<file path="config.mk">
export PLATFORM = sky130hd
export DESIGN_NAME = joy_db15_tx_flat
export DESIGN_NICKNAME = d
export VERILOG_FILES = /design/src/rtl/joy_db15_tx_if.sv /design/src/rtl/joy_db15_tx.sv /design/src/flat_wrapper.sv
export SDC_FILE = /design/constraint.sdc
export NUM_CORES = 1
export LEC_CHECK = 0
export BUFFER_PORTS_ARGS = -buffer_cell sky130_fd_sc_hd__clkbuf_2
export CAP_MARGIN = 20
export CORE_ASPECT_RATIO = 0.75
export CORE_MARGIN = 4
export CORE_UTILIZATION = 40
export CTS_CLUSTER_SIZE = 12
export DETAILED_ROUTE_END_ITERATION = 12
export PLACE_DENSITY = 0.69
export RECOVER_POWER = 50
export SLEW_MARGIN = 20
export SYNTH_ARGS = -nofsm -noshare
export SYNTH_HDL_FRONTEND = slang
export SYNTH_SLANG_ARGS = --single-unit
</file>
<file path="constraint.sdc">
create_clock -name clk -period 1.85 [get_ports clk]
set_input_delay 0.2775 -clock clk [delete_from_list [all_inputs] [get_ports clk]]
set_output_delay 0.2775 -clock clk [all_outputs]
set_load 0.05 [all_outputs]
</file>
<file path="src/rtl/joy_db15_tx_if.sv">
// joy_db15_tx_if: pin-level and status bundle between a DB15 joystick serializer and its host.
// master = host/reader side, slave = the serializer.
interface joy_db15_tx_if #(
  parameter int PLAYER_BITS = 12
) ();
  logic [PLAYER_BITS-1:0] joystick1;
  logic [PLAYER_BITS-1:0] joystick2;
  logic                   joy_clk_in;
  logic                   joy_load_in;
  logic                   joy_data_out;
  logic                   frame_done;
  logic [7:0]             frame_cnt;
  logic                   err_short;
  logic                   err_over;

  modport master (
    output joystick1, joystick2, joy_clk_in, joy_load_in,
    input  joy_data_out, frame_done, frame_cnt, err_short, err_over
  );

  modport slave (
    input  joystick1, joystick2, joy_clk_in, joy_load_in,
    output joy_data_out, frame_done, frame_cnt, err_short, err_over
  );
endinterface

</file>
<file path="src/rtl/joy_db15_tx.sv">
// joy_db15_tx: serializes two players' buttons onto a DB15 reader's clk/load pins (active-low data).
// Optional statistics (frame_cnt, err_short, err_over) are built only with JOY_DB15_TX_STATS_EN.
module joy_db15_tx #(
  parameter int PLAYER_BITS = 12
) (
  input  logic         clk,
  input  logic         reset_n,
  joy_db15_tx_if.slave bus
);
  localparam int FRAME = 2 * PLAYER_BITS;
  localparam int BW    = $clog2(FRAME + 1);
  localparam logic [BW-1:0] LAST_BIT = BW'(FRAME - 1);
  localparam logic [BW-1:0] FULL_CNT = BW'(FRAME);

  typedef enum logic [1:0] {
    IDLE  = 2'd0,
    LOAD  = 2'd1,
    SHIFT = 2'd2,
    DONE  = 2'd3
  } state_e;

  // [0],[1] form the synchronizer, [2] is the edge-detect delay flop
  logic [2:0]       clk_sync_q;
  logic [2:0]       ld_sync_q;
  state_e           state_q, state_d;
  logic [FRAME-1:0] sr_q, sr_d;
  logic [BW-1:0]    bcnt_q, bcnt_d;
  logic             data_out_q;
  logic             frame_done_q, frame_done_d;
  logic             clk_rise_s;
  logic             load_low_s;
  logic             load_fall_s;

  assign clk_rise_s  = clk_sync_q[1] & ~clk_sync_q[2];
  assign load_low_s  = ~ld_sync_q[1];
  assign load_fall_s = ~ld_sync_q[1] & ld_sync_q[2];

  // Synchronizers for the reader's asynchronous pins, idling high
  always_ff @(posedge clk or negedge reset_n) begin
    if (!reset_n) begin
      clk_sync_q <= 3'b111;
      ld_sync_q  <= 3'b111;
    end else begin
      clk_sync_q <= {clk_sync_q[1:0], bus.joy_clk_in};
      ld_sync_q  <= {ld_sync_q[1:0], bus.joy_load_in};
    end
  end

  // State, shift register, counter and registered outputs
  always_ff @(posedge clk or negedge reset_n) begin
    if (!reset_n) begin
      state_q      <= IDLE;
      sr_q         <= {FRAME{1'b0}};
      bcnt_q       <= {BW{1'b0}};
      data_out_q   <= 1'b1;
      frame_done_q <= 1'b0;
    end else begin
      state_q      <= state_d;
      sr_q         <= sr_d;
      bcnt_q       <= bcnt_d;
      data_out_q   <= ~sr_d[0];
      frame_done_q <= frame_done_d;
    end
  end

  // Next-state logic; a low load overrides everything, including shift edges
  always_comb begin
    state_d      = state_q;
    sr_d         = sr_q;
    bcnt_d       = bcnt_q;
    frame_done_d = 1'b0;
    if (load_low_s) begin
      state_d = LOAD;
      sr_d    = {bus.joystick2, bus.joystick1};
      bcnt_d  = {BW{1'b0}};
    end else begin
      case (state_q)
        IDLE: begin
          if (clk_rise_s) begin
            state_d = DONE;
            bcnt_d  = FULL_CNT;
          end else begin
            state_d = IDLE;
          end
        end
        LOAD: begin
          state_d = SHIFT;
        end
        SHIFT: begin
          if (clk_rise_s) begin
            sr_d   = {1'b0, sr_q[FRAME-1:1]};
            bcnt_d = bcnt_q + BW'(1);
            if (bcnt_q == LAST_BIT) begin
              state_d      = DONE;
              frame_done_d = 1'b1;
            end else begin
              state_d = SHIFT;
            end
          end else begin
            state_d = SHIFT;
          end
        end
        DONE: begin
          if (clk_rise_s) begin
            sr_d   = {FRAME{1'b0}};
            bcnt_d = FULL_CNT;
          end else begin
            bcnt_d = bcnt_q;
          end
        end
        default: begin
          state_d = IDLE;
        end
      endcase
    end
  end

  assign bus.joy_data_out = data_out_q;
  assign bus.frame_done   = frame_done_q;

`ifdef JOY_DB15_TX_STATS_EN
  logic [7:0] frame_cnt_q;
  logic       err_short_q;
  logic       err_over_q;
  logic       err_short_set_s;
  logic       err_over_set_s;

  // Error conditions: frame cut short by a new load, or shifting past the end
  always_comb begin
    err_short_set_s = load_fall_s & (state_q == SHIFT) & (bcnt_q != {BW{1'b0}});
    err_over_set_s  = clk_rise_s & ~load_low_s & ((state_q == DONE) | (state_q == IDLE));
  end

  // Sticky error flags and wrapping frame counter
  always_ff @(posedge clk or negedge reset_n) begin
    if (!reset_n) begin
      frame_cnt_q <= 8'd0;
      err_short_q <= 1'b0;
      err_over_q  <= 1'b0;
    end else begin
      if (frame_done_d) begin
        frame_cnt_q <= frame_cnt_q + 8'd1;
      end else begin
        frame_cnt_q <= frame_cnt_q;
      end
      err_short_q <= err_short_q | err_short_set_s;
      err_over_q  <= err_over_q | err_over_set_s;
    end
  end

  assign bus.frame_cnt = frame_cnt_q;
  assign bus.err_short = err_short_q;
  assign bus.err_over  = err_over_q;
`else
  assign bus.frame_cnt = 8'd0;
  assign bus.err_short = 1'b0;
  assign bus.err_over  = 1'b0;
`endif
endmodule

</file>
<file path="src/flat_wrapper.sv">
// flat-port wrapper written by rule: the top's interface ports become plain ports
module joy_db15_tx_flat 
#(
  parameter int PLAYER_BITS = 12
)
  (clk, reset_n, bus_joystick1, bus_joystick2, bus_joy_clk_in, bus_joy_load_in, bus_joy_data_out, bus_frame_done, bus_frame_cnt, bus_err_short, bus_err_over);
  joy_db15_tx_if #(.PLAYER_BITS(PLAYER_BITS)) bus_i ();
  input  logic clk;
  input  logic reset_n;
  input wire logic [$bits(bus_i.joystick1)-1:0] bus_joystick1;
  input wire logic [$bits(bus_i.joystick2)-1:0] bus_joystick2;
  input wire logic [$bits(bus_i.joy_clk_in)-1:0] bus_joy_clk_in;
  input wire logic [$bits(bus_i.joy_load_in)-1:0] bus_joy_load_in;
  output wire logic [$bits(bus_i.joy_data_out)-1:0] bus_joy_data_out;
  output wire logic [$bits(bus_i.frame_done)-1:0] bus_frame_done;
  output wire logic [$bits(bus_i.frame_cnt)-1:0] bus_frame_cnt;
  output wire logic [$bits(bus_i.err_short)-1:0] bus_err_short;
  output wire logic [$bits(bus_i.err_over)-1:0] bus_err_over;
  assign bus_i.joystick1 = bus_joystick1;
  assign bus_i.joystick2 = bus_joystick2;
  assign bus_i.joy_clk_in = bus_joy_clk_in;
  assign bus_i.joy_load_in = bus_joy_load_in;
  assign bus_joy_data_out = bus_i.joy_data_out;
  assign bus_frame_done = bus_i.frame_done;
  assign bus_frame_cnt = bus_i.frame_cnt;
  assign bus_err_short = bus_i.err_short;
  assign bus_err_over = bus_i.err_over;
  joy_db15_tx #(.PLAYER_BITS(PLAYER_BITS)) u_core (.clk(clk), .reset_n(reset_n), .bus(bus_i));
endmodule
</file>
==> results.toml <==
[routing]
met1_length_um = 1790
top_layer_used = "met4"
route.detailed.drc = 0
routedWlPerCell_um = 13.0
route.met3.wl_um = 229
drtAntennaViolNets = 0
totalWireLength_um = 3440
dr_wl_met2_um = 1380
vias_per_cell = 4.95
drt_iter0_drc = 96
firstDrtPassIters = 4
routed-via-count = 1308

[setup_path]
crit_path_end_kind = "flip-flop"
worst-path-max-fanout = 16
r2r_end = "u_core.sr_q[6]"
rr_worst_depth = 6
critPathKind = "reg2reg"
rrSetupSlack_ns = 0.13
setup.worst_path.start_class = "flip-flop"
r2r-start = "u_core.state_q[0]"
worstPathArrival_ns = 1.88
crit_required_ns = 2.01

[logic_synthesis]
syn-mean-instance-area_um2 = 10.6
syn-instance-count = 175
ys_seq_elements = 38
synth_seq_area_share_pct = 51.8
synth_area_mm2 = 0.00185
ys_dominant_reg_cell = "dfrtp_1"
synth_edf_count = 0
async_flop_share_pct = 100
yosysUniqueCellTypes = 38
yosysWarnings = 0

[pwr]
powerDensity_mw_per_mm2 = 1080
comb_power_share_pct = 29.9
p_sw_mw = 0.767
seqPwrFrac_pct = 46.9
power.total_mw = 2.28
p_leak_nw = 1.04
peakVddDrop_mv = 0.394
p_int_mw = 1.51
clkPwrFrac_pct = 23.2
swShare_pct = 33.6

[die]
io_pins = 40
rows = 21
core-area_mm2 = 0.00447
die_w_um = 86.6
die_h_um = 66.9
dieArea_mm2 = 0.00579
initial_core_util_pct = 41.5

[timing]
rsz0062_at_grt = "no"
setup_viol = 0
finalWorstSetupSlack_ns = 0.133
fin_hold_ws_ns = 0.0659
tns_ns = 0
finalMaxSlewViolations = 0
period_share_pct = 92.8
fin_crit_ns = 1.72
fmax_ghz = 0.582
worst_slew_pin_slew_ns = 1.02
hold_violations = 0
maxSlewHeadroom_pct = 31.9
finClkSkew_ns = 0.00905

[clock_tree]
htreeDepth = 2
clk_latency_ns = 0.29
clock-sinks = 38
numCtsBuffers = 5
clockBufferDepth = 2
cts_tree = "built"
cts.clk_slew.worst_paths_ns = 0.07
cts_root_buf = "clkbuf_8"

[min_path]
hp-class = "in2reg"
min_to = "u_core.ld_sync_q[0]"
whs_path_depth = 1
hp-start = "bus_joy_load_in"

[layout]
drive_gt1_share_pct = 25.6
layout_commonest_cell = "dfrtp_1"
layout.nets = 241
area_growth_pct = 14.3
final_cell_mix = "dfrtp_1 (32), clkbuf_2 (28), inv_1 (25), o21ai_0 (24), a22oi_1 (22)"
n_antenna_cell = 0
fin_area_mm2 = 0.00212

[placement]
dp_hpwl_um = 2450
place_worst_setup_slack_ns = 0.150
placed_cell_area_mm2 = 0.00203
io_buffers = 29
gp_routability_congestion = 0.735

[flow_run]
maxCapViolations = 0

[grt]
grt-ovfl-total = 0
grt_pass1_vias = 1247
antenna_found_initial = 0
groute.usage.overall_pct = 13.1
grt_pass1_wl_um = 5900
grt_max_degree = 25

[status]
outcome = "finished, final reports clean"
-- how the worst max path moves through the flow --
| stage | endpoint | startpoint | cells after the start |
|---|---|---|---|
| after floorplan | u_core.bcnt_q[2] | u_core.state_q[0] | 7 |
| after global placement | u_core.bcnt_q[2] | u_core.state_q[0] | 6 |
| after detailed placement | u_core.sr_q[21] | u_core.state_q[0] | 6 |
| after CTS | u_core.sr_q[6] | u_core.state_q[0] | 6 |
| after global routing | u_core.sr_q[16] | u_core.state_q[0] | 6 |
| final | u_core.sr_q[6] | u_core.state_q[0] | 6 |
-- sequential cells by signal, indices dropped and copies added (netlist names), named ones only --
register                 count
u_core.clk_sync_q            3
u_core.sr_q                 23
u_core.ld_sync_q             2
u_core.bcnt_q                5
u_core.bus.frame_done        1
u_core.bus.joy_data_out      1
u_core.state_q               2
-- layer usage --
| metal | track usage [%] | vias up |
|---|---|---|
| met1 | 19.7 | 617 |
| met2 | 17.7 | 42 |
| li1 | - | 644 |
| met4 | 4.09 | 0 |
| met5 | 0 | - |
| met3 | 4.08 | 5 |
-- cell families (layout without fill, tap and decap cells) --
family / Yosys count / in the layout / share of synthesized area [%]
AO/OA/AOI/OAI: 59 / 59 / 21.4
AND/OR/NAND/NOR: 23 / 23 / 8.04
multiplexers: 3 / 3 / 1.69
adder cells (fa/ha/maj): 6 / 6 / 4.05
buffers and inverters: 45 / 68 / 12.8
flip-flops: 38 / 38 / 51.8
other: 1 / 10 / 0.203
-- power by group through the flow --
stage	Combinational, mW	Sequential, mW	Clock [mW]
floorplan	0.545	1.06	0
detailed placement	0.680	1.08	0
CTS	0.688	1.07	0.550
global route	0.764	1.09	0.593
global placement	0.673	1.08	0
finish	0.683	1.07	0.529
-- critical path, cell delays in order (launching register included) --
cell,delay [ns]
dfrtp_1,0.44
inv_1,0.09
ha_1,0.27
and3_2,0.28
buf_4,0.21
a22oi_1,0.16
o21ai_0,0.13
-- repair_timing --
| action | 4_1_cts | 5_1_grt |
|---|---|---|
| endpoints found under the hold margin | 12 | 0 |
| hold buffers | 1 | 0 |
| setup buffers | 0 | 0 |
| gates resized for setup | 0 | 1 |
| setup endpoints to repair | 0 | 5 |
-- cell usage after synthesis (all sizes together), types with 3 or more instances --
cell type	number	share of area, %
a22oi	22	8.9
o21ai	25	6.8
ha	6	4.1
nand2	5	1.0
clkbuf	3	0.68
dfrtp	32	43
buf	16	6.8
dfstp	6	8.5
a21oi	5	2.6
nor2	4	0.81
nor2b	3	1.4
inv	26	5.4
nand2b	3	1.0
-- cell type report --
type	instances	area, µm²
Sequential cell	38	958
Timing Repair Buffer	35	216
Clock inverter	2	10.0
Tap cell	57	71.3
Fill cell	436	2350
Clock buffer	5	68.8
Inverter	26	100
Multi-Input combinational cell	101	691
-- per-stage QoR --
| stage | utilization (%) | cells |
|---|---|---|
| 3_5_place_dp | 45.4 | 256 |
| 5_1_grt | 47.4 | 264 |
| 3_3_place_gp | 45.4 | 256 |
| 6_report | 47.4 | 264 |
| 4_1_cts | 47.4 | 264 |
| 2_1_floorplan | - | 184 |
(Power assumes the default switching activity.)
